$ cat config.mk
export PLATFORM = sky130hd
export DESIGN_NAME = control_seq
export DESIGN_NICKNAME = d
export VERILOG_FILES = /design/src/rtl/control_seq.sv
export SDC_FILE = /design/constraint.sdc
export NUM_CORES = 1
export LEC_CHECK = 0
export ABC_AREA = 1
export CAP_MARGIN = 0
export CORE_MARGIN = 2
export CORE_UTILIZATION = 36
export DETAILED_ROUTE_END_ITERATION = 8
export GPL_ROUTABILITY_DRIVEN = 0
export PLACE_DENSITY = 0.79
export SYNTH_ARGS = -nofsm -noshare
export SYNTH_HDL_FRONTEND = slang
export SYNTH_SLANG_ARGS = --single-unit
$ cat constraint.sdc
create_clock -name clk -period 1.3 [get_ports clk]
set_input_delay 0.26 -clock clk [delete_from_list [all_inputs] [get_ports clk]]
set_output_delay 0.26 -clock clk [all_outputs]
set_load 0.03 [all_outputs]
$ cat src/rtl/control_seq.sv
// control_seq: sequential control decoder with an internal instruction phase,
// memory wait states, a mem_ready handshake and halt at instruction boundaries.
// Optional stall cycle counter output enabled by the CONTROL_STALL_CNT_EN macro.
module control_seq #(
  parameter int MEM_WAIT = 0,
  parameter int CNT_W    = 4
) (
  input  logic       clk,
  input  logic       rst_n,
  input  logic [7:0] inst,
  input  logic       carry,
  input  logic       mem_ready,
  input  logic       halt_req,
  output logic       cycle,
  output logic       inst_latch,
  output logic       halted,
  output logic       M,
  output logic       S,
  output logic       J,
  output logic       LJ,
  output logic       CLI,
  output logic       LJR,
  output logic       MW,
  output logic       MC,
  output logic       RD,
  output logic       WR,
  output logic       Y,
  output logic       WA,
  output logic       ISP,
  output logic       WC,
  output logic [1:0] RS,
  output logic [3:0] ALU,
  output logic [7:0] SIG
`ifdef CONTROL_STALL_CNT_EN
  ,
  output logic [15:0] stall_cnt
`endif
);

  typedef enum logic [1:0] {
    ST_PH0  = 2'd0,
    ST_WAIT = 2'd1,
    ST_PH1  = 2'd2,
    ST_HALT = 2'd3
  } stateT;

  localparam logic [CNT_W-1:0] memWaitC = CNT_W'(MEM_WAIT);
  localparam logic             noWaitC  = (MEM_WAIT == 0);

  stateT            stateR;
  stateT            nextStateS;
  logic [CNT_W-1:0] waitCntR;
  logic [CNT_W-1:0] nextCntS;
  logic [CNT_W-1:0] cntDecS;
  logic             cycleS;

  logic decM, decS, decJ, decLJ, decCLI, decLJR, decMW, decMC;
  logic decRD, decWR, decY, decWA, decISP, decWC, decX;
  logic [3:0] decAlu;
  logic [7:0] decSig;

  // State and wait counter register, synchronous active-low reset.
  always_ff @(posedge clk) begin
    if (!rst_n) begin
      stateR   <= ST_PH0;
      waitCntR <= {CNT_W{1'b0}};
    end else begin
      stateR   <= nextStateS;
      waitCntR <= nextCntS;
    end
  end

  // The WAIT exit test looks at the already-decremented count, so an
  // instruction spends exactly MEM_WAIT cycles in WAIT when memory is ready.
  assign cntDecS = (waitCntR == {CNT_W{1'b0}}) ? {CNT_W{1'b0}} : (waitCntR - {{(CNT_W-1){1'b0}}, 1'b1});
  assign cycleS  = (stateR == ST_PH1);

  // Next-state and wait counter update.
  always_comb begin
    nextStateS = stateR;
    nextCntS   = waitCntR;
    case (stateR)
      ST_PH0: begin
        if (inst[7]) begin
          if (noWaitC && mem_ready) begin
            nextStateS = ST_PH1;
          end else begin
            nextStateS = ST_WAIT;
            nextCntS   = memWaitC;
          end
        end else if (halt_req) begin
          nextStateS = ST_HALT;
        end else begin
          nextStateS = ST_PH0;
        end
      end
      ST_WAIT: begin
        nextCntS = cntDecS;
        if ((cntDecS == {CNT_W{1'b0}}) && mem_ready) begin
          nextStateS = ST_PH1;
        end else begin
          nextStateS = ST_WAIT;
        end
      end
      ST_PH1: begin
        if (halt_req) begin
          nextStateS = ST_HALT;
        end else begin
          nextStateS = ST_PH0;
        end
      end
      ST_HALT: begin
        if (halt_req) begin
          nextStateS = ST_HALT;
        end else begin
          nextStateS = ST_PH0;
        end
      end
      default: begin
        nextStateS = ST_PH0;
        nextCntS   = {CNT_W{1'b0}};
      end
    endcase
  end

  // Raw instruction decode using the internal phase as the cycle bit.
  always_comb begin
    decM   = inst[7] & ~inst[6] & cycleS;
    decS   = inst[4];
    decJ   = inst[7] & inst[6] & inst[5] & cycleS & ~(carry & inst[4]);
    decLJ  = ~inst[7] & ~inst[6] & ~inst[5] & inst[4] & ~inst[3];
    decCLI = decLJ & inst[1];
    decLJR = decLJ & inst[2];
    decMW  = decM & inst[5];
    decMC  = inst[7] & ~cycleS;
    decRD  = ~inst[7] & ~inst[6] & ~inst[5] & ~inst[4] & inst[2];
    decWR  = ~inst[7] & ~inst[6] & ~inst[5] & ~inst[4] & inst[3];
    decY   = inst[5];
    decISP = ~inst[7] & ~inst[6] & inst[5];
    decX   = (inst[6] & ~inst[7]) | (cycleS & inst[6] & ~inst[5]);
    decWA  = (decM & ~inst[5]) | (decX & ~(inst[4] & ~inst[3]));
    decWC  = (decX | decISP) & inst[4];
    if (inst[6]) begin
      decAlu = inst[3:0];
    end else begin
      decAlu = {~inst[7], 3'b000};
    end
    if (~inst[7] & ~inst[6] & ~inst[5] & inst[4] & inst[3]) begin
      decSig = 8'd1 << inst[2:0];
    end else begin
      decSig = 8'd0;
    end
  end

  // Phase gating of the decode onto the output strobes.
  always_comb begin
    cycle      = cycleS;
    inst_latch = 1'b0;
    halted     = 1'b0;
    M          = 1'b0;
    S          = 1'b0;
    J          = 1'b0;
    LJ         = 1'b0;
    CLI        = 1'b0;
    LJR        = 1'b0;
    MW         = 1'b0;
    MC         = 1'b0;
    RD         = 1'b0;
    WR         = 1'b0;
    Y          = 1'b0;
    WA         = 1'b0;
    ISP        = 1'b0;
    WC         = 1'b0;
    SIG        = 8'd0;
    RS         = inst[1:0];
    ALU        = decAlu;
    case (stateR)
      ST_PH0, ST_PH1: begin
        inst_latch = cycleS | ~inst[7];
        M          = decM;
        S          = decS;
        J          = decJ;
        LJ         = decLJ;
        CLI        = decCLI;
        LJR        = decLJR;
        MW         = decMW;
        MC         = decMC;
        RD         = decRD;
        WR         = decWR;
        Y          = decY;
        WA         = decWA;
        ISP        = decISP;
        WC         = decWC;
        SIG        = decSig;
      end
      ST_WAIT: begin
        MC = 1'b1;
        Y  = decY;
        S  = decS;
      end
      ST_HALT: begin
        halted = 1'b1;
      end
      default: begin
        halted = 1'b0;
      end
    endcase
  end

`ifdef CONTROL_STALL_CNT_EN
  logic [15:0] stallCntR;

  // Saturating count of cycles spent in WAIT or HALT.
  always_ff @(posedge clk) begin
    if (!rst_n) begin
      stallCntR <= 16'd0;
    end else if (((stateR == ST_WAIT) || (stateR == ST_HALT)) && (stallCntR != 16'hFFFF)) begin
      stallCntR <= stallCntR + 16'd1;
    end else begin
      stallCntR <= stallCntR;
    end
  end

  assign stall_cnt = stallCntR;
`endif

endmodule

==> results of run 1 <==
[sequential cells by signal (all words and copies together) (netlist names)]
register,cells
stateR,2
waitCntR,4
[cells in the mapped netlist, drive strengths merged]
library cell,number,share of area
nor2,23,0.16
inv,25,0.14
nor3,5,0.035
nand2,36,0.21
dfxtp,6,0.17
nand3,11,0.096
o21ai,1,0.0071
buf,4,0.053
nand4,4,0.044
a21oi,10,0.071
a21boi,1,0.011
[cell families (layout without fill, tap and decap cells)]
kind of cell,Yosys count,after routing,synth area share
AND/OR/NAND/NOR,79,79,0.548
buffers and inverters,29,100,0.193
AO/OA/AOI/OAI,12,12,0.0887
flip-flops,6,6,0.170
other,0,1,0
[critical path, stage by stage, from the launching register on]
cell	delay (ns)
dfxtp_4	0.37
inv_6	0.09
nand4_1	0.21
nor2_1	0.20
buf_4	0.18
[layer usage]
metal / track usage / vias to the layer above / wire [um]
met3: 0.0259 / 20 / 314
li1: - / 536 / -
met1: 0.247 / 511 / 1310
met2: 0.516 / 64 / 1830
met5: 0 / - / 0
met4: 0.146 / 0 / 212
[layout make-up]
type                    instances  area [um^2]
multi-input cells              91          661
repair buffers                 72          644
fillers                        94          302
flip-flops and latches          6          128
inverters                      25          109
well taps                      27         33.8
clock buffers                   3         22.5
diodes                          1         2.50
[power breakdown]
part	switching (uW)	internal (uW)
combinational	366	267
sequential	20.8	196
clock	68.0	104
total	455	567
[timing repair]
action	CTS	global route
cloned	0	0
buffers inserted	7	5
pin swaps	16	16
endpoints found under the setup margin	30	26
hold buffers	0	0
gates resized for setup	53	36
[per-stage QoR]
step	worst slack, ns	TNS [ns]
4_1_cts	-0.187	-2.48
3_3_place_gp	-0.422	-9.85
3_5_place_dp	-0.453	-10.10
5_1_grt	-0.327	-4.60
6_report	-0.255	-3.34
2_1_floorplan	-0.118	-1.33
[path summary, 6_finish.rpt]
kind / startpoint / to / slack (ns) / depth (start not counted)
hold / removal: waitCntR[3] / waitCntR[3] / 0.48 / 2
setup / recovery: stateR[0] / CLI / -0.25 / 4
hold reg to reg: waitCntR[3] / waitCntR[3] / 0.48 / 2
setup reg to reg: stateR[1] / stateR[0] / 0.08 / 9
==> summary.txt, run 1 <==
GRT
  • GRT Total Usage: 0.258
  • Vias in the first global route: 1031
  • GR Overflow Total: 0
  • Largest net degree at the start of global routing: 8
  • Initial antenna violation count: 1
  • First-pass GRT wire length: 4.20 mm

Power
  • Leakage: 0.000795 uW
  • Overall Power: 1020 uW
  • Max VDD drop: 740 uV
  • Pwr Density: 639 nW/um^2

Detailed routing
  • Vias per Instance: 5.03
  • Via count: 1131
  • Post-DRT Antenna Nets: 0
  • Initial DRC count: 31
  • Detailed Route WL: 3.66 mm
  • Post-DR wirelength/cell: 16.3 um
  • First-pass DRT Iterations: 4
  • DRC: 0

STA
  • Hold_ws: 0.480 ns
  • Tmin final: 1.55 ns
  • Final Hold Viols: 0
  • # setup viols final: 24
  • Worst-Margin Slew: 0.314 ns
  • Fin crit share: 1.20
  • Fmax: 0.643 GHz
  • Final Skew: 0.00106 ns
  • RSZ-0062 raised after global routing: true
  • Worst relative slew slack: 0.791
  • Final Max Tran Viols: 0
  • Post-route setup slack: -0.255 ns

Setup path
  • Crit path launch type: register
  • Arr. time, crit path: 1.29 ns
  • Crit end category: output pin
  • Req. time, crit path: 1.04 ns
  • Critical path type: reg -> out
  • Largest fanout on the critical path: 4

Floorplan
  • Chip height: 48.3 um
  • Starting Density: 0.371
  • Placeable Area: 1900 um^2
  • Chip width: 48.3 um
  • Core Rows: 16
  • Top Ports: 44
  • Full die area: 2330 um^2

Finish
  • Final core utilization: 0.841
  • Commonest non-fill, non-tap cell in the layout: buf_4
  • Area Growth Syn to Fin: 127%
  • Layout cells sized above 1: 0.589
  • Final non-filler cell total: 225
  • Nets: 212
  • Most frequent cells in the layout: buf_4, nand2_1, buf_6
  • Design area: 1600 um^2

Clock tree
  • CTS tree: yes
  • CTS max path bufs: 2
  • Clk slew on worst S/H paths: 0.04 ns
  • Root buffer cell: clkbuf_4
  • Clk_lat worst skew: 0.24 ns
  • CTS sink cnt: 6
  • Htree depth: 1
  • Total CTS buffers: 3

Synthesis
  • Cell variety after synth: 20
  • Post-synthesis sequential area ratio: 0.170
  • Synthesized instance count: 126
  • Synth Register Bits: 6
  • Synthesized area per cell: 5.60 um^2
  • Mapped Area: 706 um^2
  • Syn. warnings: 0
  • Post-Syn Nets: 139

Status
  • Status: finished, violations left
  • Failing checks: setup timing

Placement
  • Dpl hpwl: 1.88 mm
  • Cell Area, Placed: 1270 um^2
  • DP Cell Count: 212
  • IO buf count: 43

Min path
  • Hold Path Class: reg -> reg

Flow run
  • Maxcap violations: 0
No activity file was read; power rests on OpenSTA's default activity.
==> run 2: changes to the inputs <==
- CORE_UTILIZATION: 36 -> 39
- PLACE_DENSITY: 0.79 -> 0.84
- clock period: 1.3 -> 1.9 ns (I/O delays scaled with it)
==> summary.txt, run 2 (same netlist as run 1, synthesis figures left out) <==
Status
  • Status: finished clean

Floorplan
  • Top Ports: 44 (unchanged)
  • Starting Density: 0.413 (+0.0421)
  • Full die area: 2170 um^2 (-7.1%)
  • Core Rows: 15 (-1)
  • Chip width: 46.5 um (-3.6%)
  • Chip height: 46.5 um (-3.6%)
  • Placeable Area: 1710 um^2 (-10%)

GRT
  • Initial antenna violation count: 0 (-1)
  • Vias in the first global route: 793 (-23%)
  • Largest net degree at the start of global routing: 8 (unchanged)
  • GR Overflow Total: 0 (unchanged)
  • First-pass GRT wire length: 3.08 mm (-27%)
  • GRT Total Usage: 0.197 (-0.0607)

Flow run
  • Maxcap violations: 0 (unchanged)

Power
  • Clock power frac: 0.211 (+0.042)
  • Switching power total: 227 uW (-50%)
  • P_int: 310 uW (-45%)
  • Seq pwr share: 0.266 (+0.054)
  • Combinational share of power: 0.523 (-0.096)
  • Max VDD drop: 523 uV (-29%)
  • Pwr Density: 459 nW/um^2 (-28%)
  • Leakage: 0.000680 uW (-15%)
  • Sw frac: 0.423 (-0.0219)

STA
  • Tmin final: 1.82 ns
  • Hold_ws: 0.461 ns (-0.0187 ns)
  • Worst relative slew slack: 0.791 (about the same)
  • Final Max Tran Viols: 0 (unchanged)
  • Final TNS setup: 0 ns (+3.34 ns)
  • Final Skew: 0.00148 ns (+0.000417 ns)
  • Worst-Margin Slew: 0.314 ns (-0.000186 ns)
  • Fmax: 0.549 GHz
  • Post-route setup slack: 0.0770 ns (+0.332 ns)
  • Fin crit share: 0.959
  • Final Hold Viols: 0 (unchanged)
  • # setup viols final: 0 (-100%)

Clock tree
  • Root buffer cell: clkbuf_4
  • CTS sink cnt: 6 (unchanged)
  • Clk_lat worst skew: 0.24 ns (about the same)
  • Hold buffer count at CTS: 0 (unchanged)
  • Htree depth: 1 (unchanged)
  • CTS tree: yes
  • Total CTS buffers: 3 (unchanged)
  • Clk slew on worst S/H paths: 0.04 ns (about the same)
  • CTS max path bufs: 2 (unchanged)

Finish
  • ANT cells: 0 (-1)
  • Most frequent cells in the layout: buf_4, nand2_1, inv_1, nor2_1
  • Layout cells sized above 1: 0.316 (-0.272)
  • Area Growth Syn to Fin: 65.8%
  • Multi-input combinational cell area: 467 um^2 (-29%)
  • Storage cell area: 120 um^2 (-5.9%)
  • Final non-filler cell total: 202 (-10%)
  • Commonest non-fill, non-tap cell in the layout: buf_4
  • Top flop regs: waitCntR (4), stateR (2)
  • Nets: 192 (-9.4%)
  • Final core utilization: 0.685 (-0.156)
  • Fillcell total: 147 (+56%)
  • Top reg by flops: waitCntR
  • Max reg flops: 4 (unchanged)

Setup path
  • Critical path type: in -> out
  • Arr. time, crit path: 1.44 ns (+0.15 ns)
  • Crit path launch type: input pin
  • FF-to-FF End: waitCntR[1]
  • Largest fanout on the critical path: 4 (unchanged)
  • Slowest-stage cell, CP: dlygate4sd2_1
  • Worst r2r src: stateR[0]
  • Crit end category: output pin
  • Critical Path Max Stage Delay: 0.31 ns (-0.06 ns)
  • Reg-to-reg slack, setup: 0.79 ns (+0.71 ns)
  • Worst reg2reg path depth: 5 (-4)
  • Req. time, crit path: 1.52 ns (+0.48 ns)
  • Worst path cell trace: dlygate4sd2_1 > inv_6 > nand2_4 > nor2_8 > nand4_1 > nor2_1 > buf_4

Detailed routing
  • Post-DR wirelength/cell: 10.6 um (-35%)
  • Vias per Instance: 4.72 (-6.1%)
  • DRC: 0 (unchanged)
  • Post-DRT Antenna Nets: 0 (unchanged)
  • Detailed Route WL: 2.14 mm (-41%)
  • First-pass DRT Iterations: 4 (unchanged)
  • Initial DRC count: 10 (-68%)
  • Via count: 953 (-16%)

Min path
  • Hold Path Stages: 2 (unchanged)
  • Hold path start: waitCntR[3]
  • Hold Path Class: reg -> reg
  • Hold EP: waitCntR[3]

Placement
  • Dpl hpwl: 1.84 mm (-2.4%)
  • Pre-CTS WS: -0.209 ns (+0.244 ns)
  • IO buf count: 43 (unchanged)
  • DP Cell Count: 198 (-6.6%)
## run 2: changes by cell type in the layout (fill, tap and decap cells not counted), moves of 3 or more
cell            before  now
a21oi_1              6   10
nor2_1              11   20
buf_6               22    1
nor2_2               4    0
inv_1               16   20
dlymetal6s2s_1       0    3
nor3_1               0    3
nor2_4               7    2
nand3_1              7   10
nand2_2              7    1
a21oi_4              3    0
nand2_1             25   33
buf_4               40   37
## run 2: critical path, delay by kind of cell
kind / cells / cell delay (ns)
buffers and inverters: 3 / 0.58
AND/OR/NAND/NOR: 4 / 0.48
## run 2: per-stage QoR
stage	cell area [um^2]	total power (uW)
floorplan	706	319
global placement	1120	422
detailed placement	1120	425
CTS	1150	540
global route	1170	574
finish	1170	537
## run 2: cell type report
type	instances	area share
Multi-Input combinational cell	91	0.399
Timing Repair Buffer	52	0.368
Sequential cell	6	0.103
Inverter	25	0.0845
Tap cell	25	0.0267
Clock buffer	3	0.0193
## run 2: worst max path at each step
stage / startpoint / end / slack [ns] / cells after the start
5_1_grt: inst[7] / CLI / -0.01 / 7
3_5_place_dp: inst[7] / SIG[6] / -0.21 / 7
4_1_cts: inst[4] / CLI / 0.02 / 5
2_1_floorplan: inst[7] / SIG[4] / 0.05 / 6
3_3_place_gp: inst[7] / SIG[7] / -0.09 / 7
6_report: inst[7] / CLI / 0.08 / 7
## run 2: timing repair
| action | CTS | global route |
|---|---|---|
| resized for setup | 6 | 7 |
| endpoints found under the setup margin | 18 | 6 |
| pin swaps | 2 | 4 |
| setup buffers | 1 | 0 |
## run 2: power by group through the flow
stage	registers, uW	clock network (uW)	logic, uW
finish	143	113	281
global route	144	125	305
CTS	143	119	278
detailed placement	145	0	280
global placement	145	0	277
floorplan	142	0	177
## run 2: metal layers
metal / global-route usage / vias to the layer above / share of wire
met5: 0 / - / 0
met4: 0.0686 / 0 / 0.0079
met3: 0.0196 / 2 / 0.080
met1: 0.207 / 423 / 0.38
met2: 0.392 / 37 / 0.53
li1: - / 491 / -
==> run 3: changes to the inputs <==
- GPL_ROUTABILITY_DRIVEN: 0 -> 1
==> results of run 3 <==
Same layout as run 2: the final DEF is identical, and so are final timing and power.
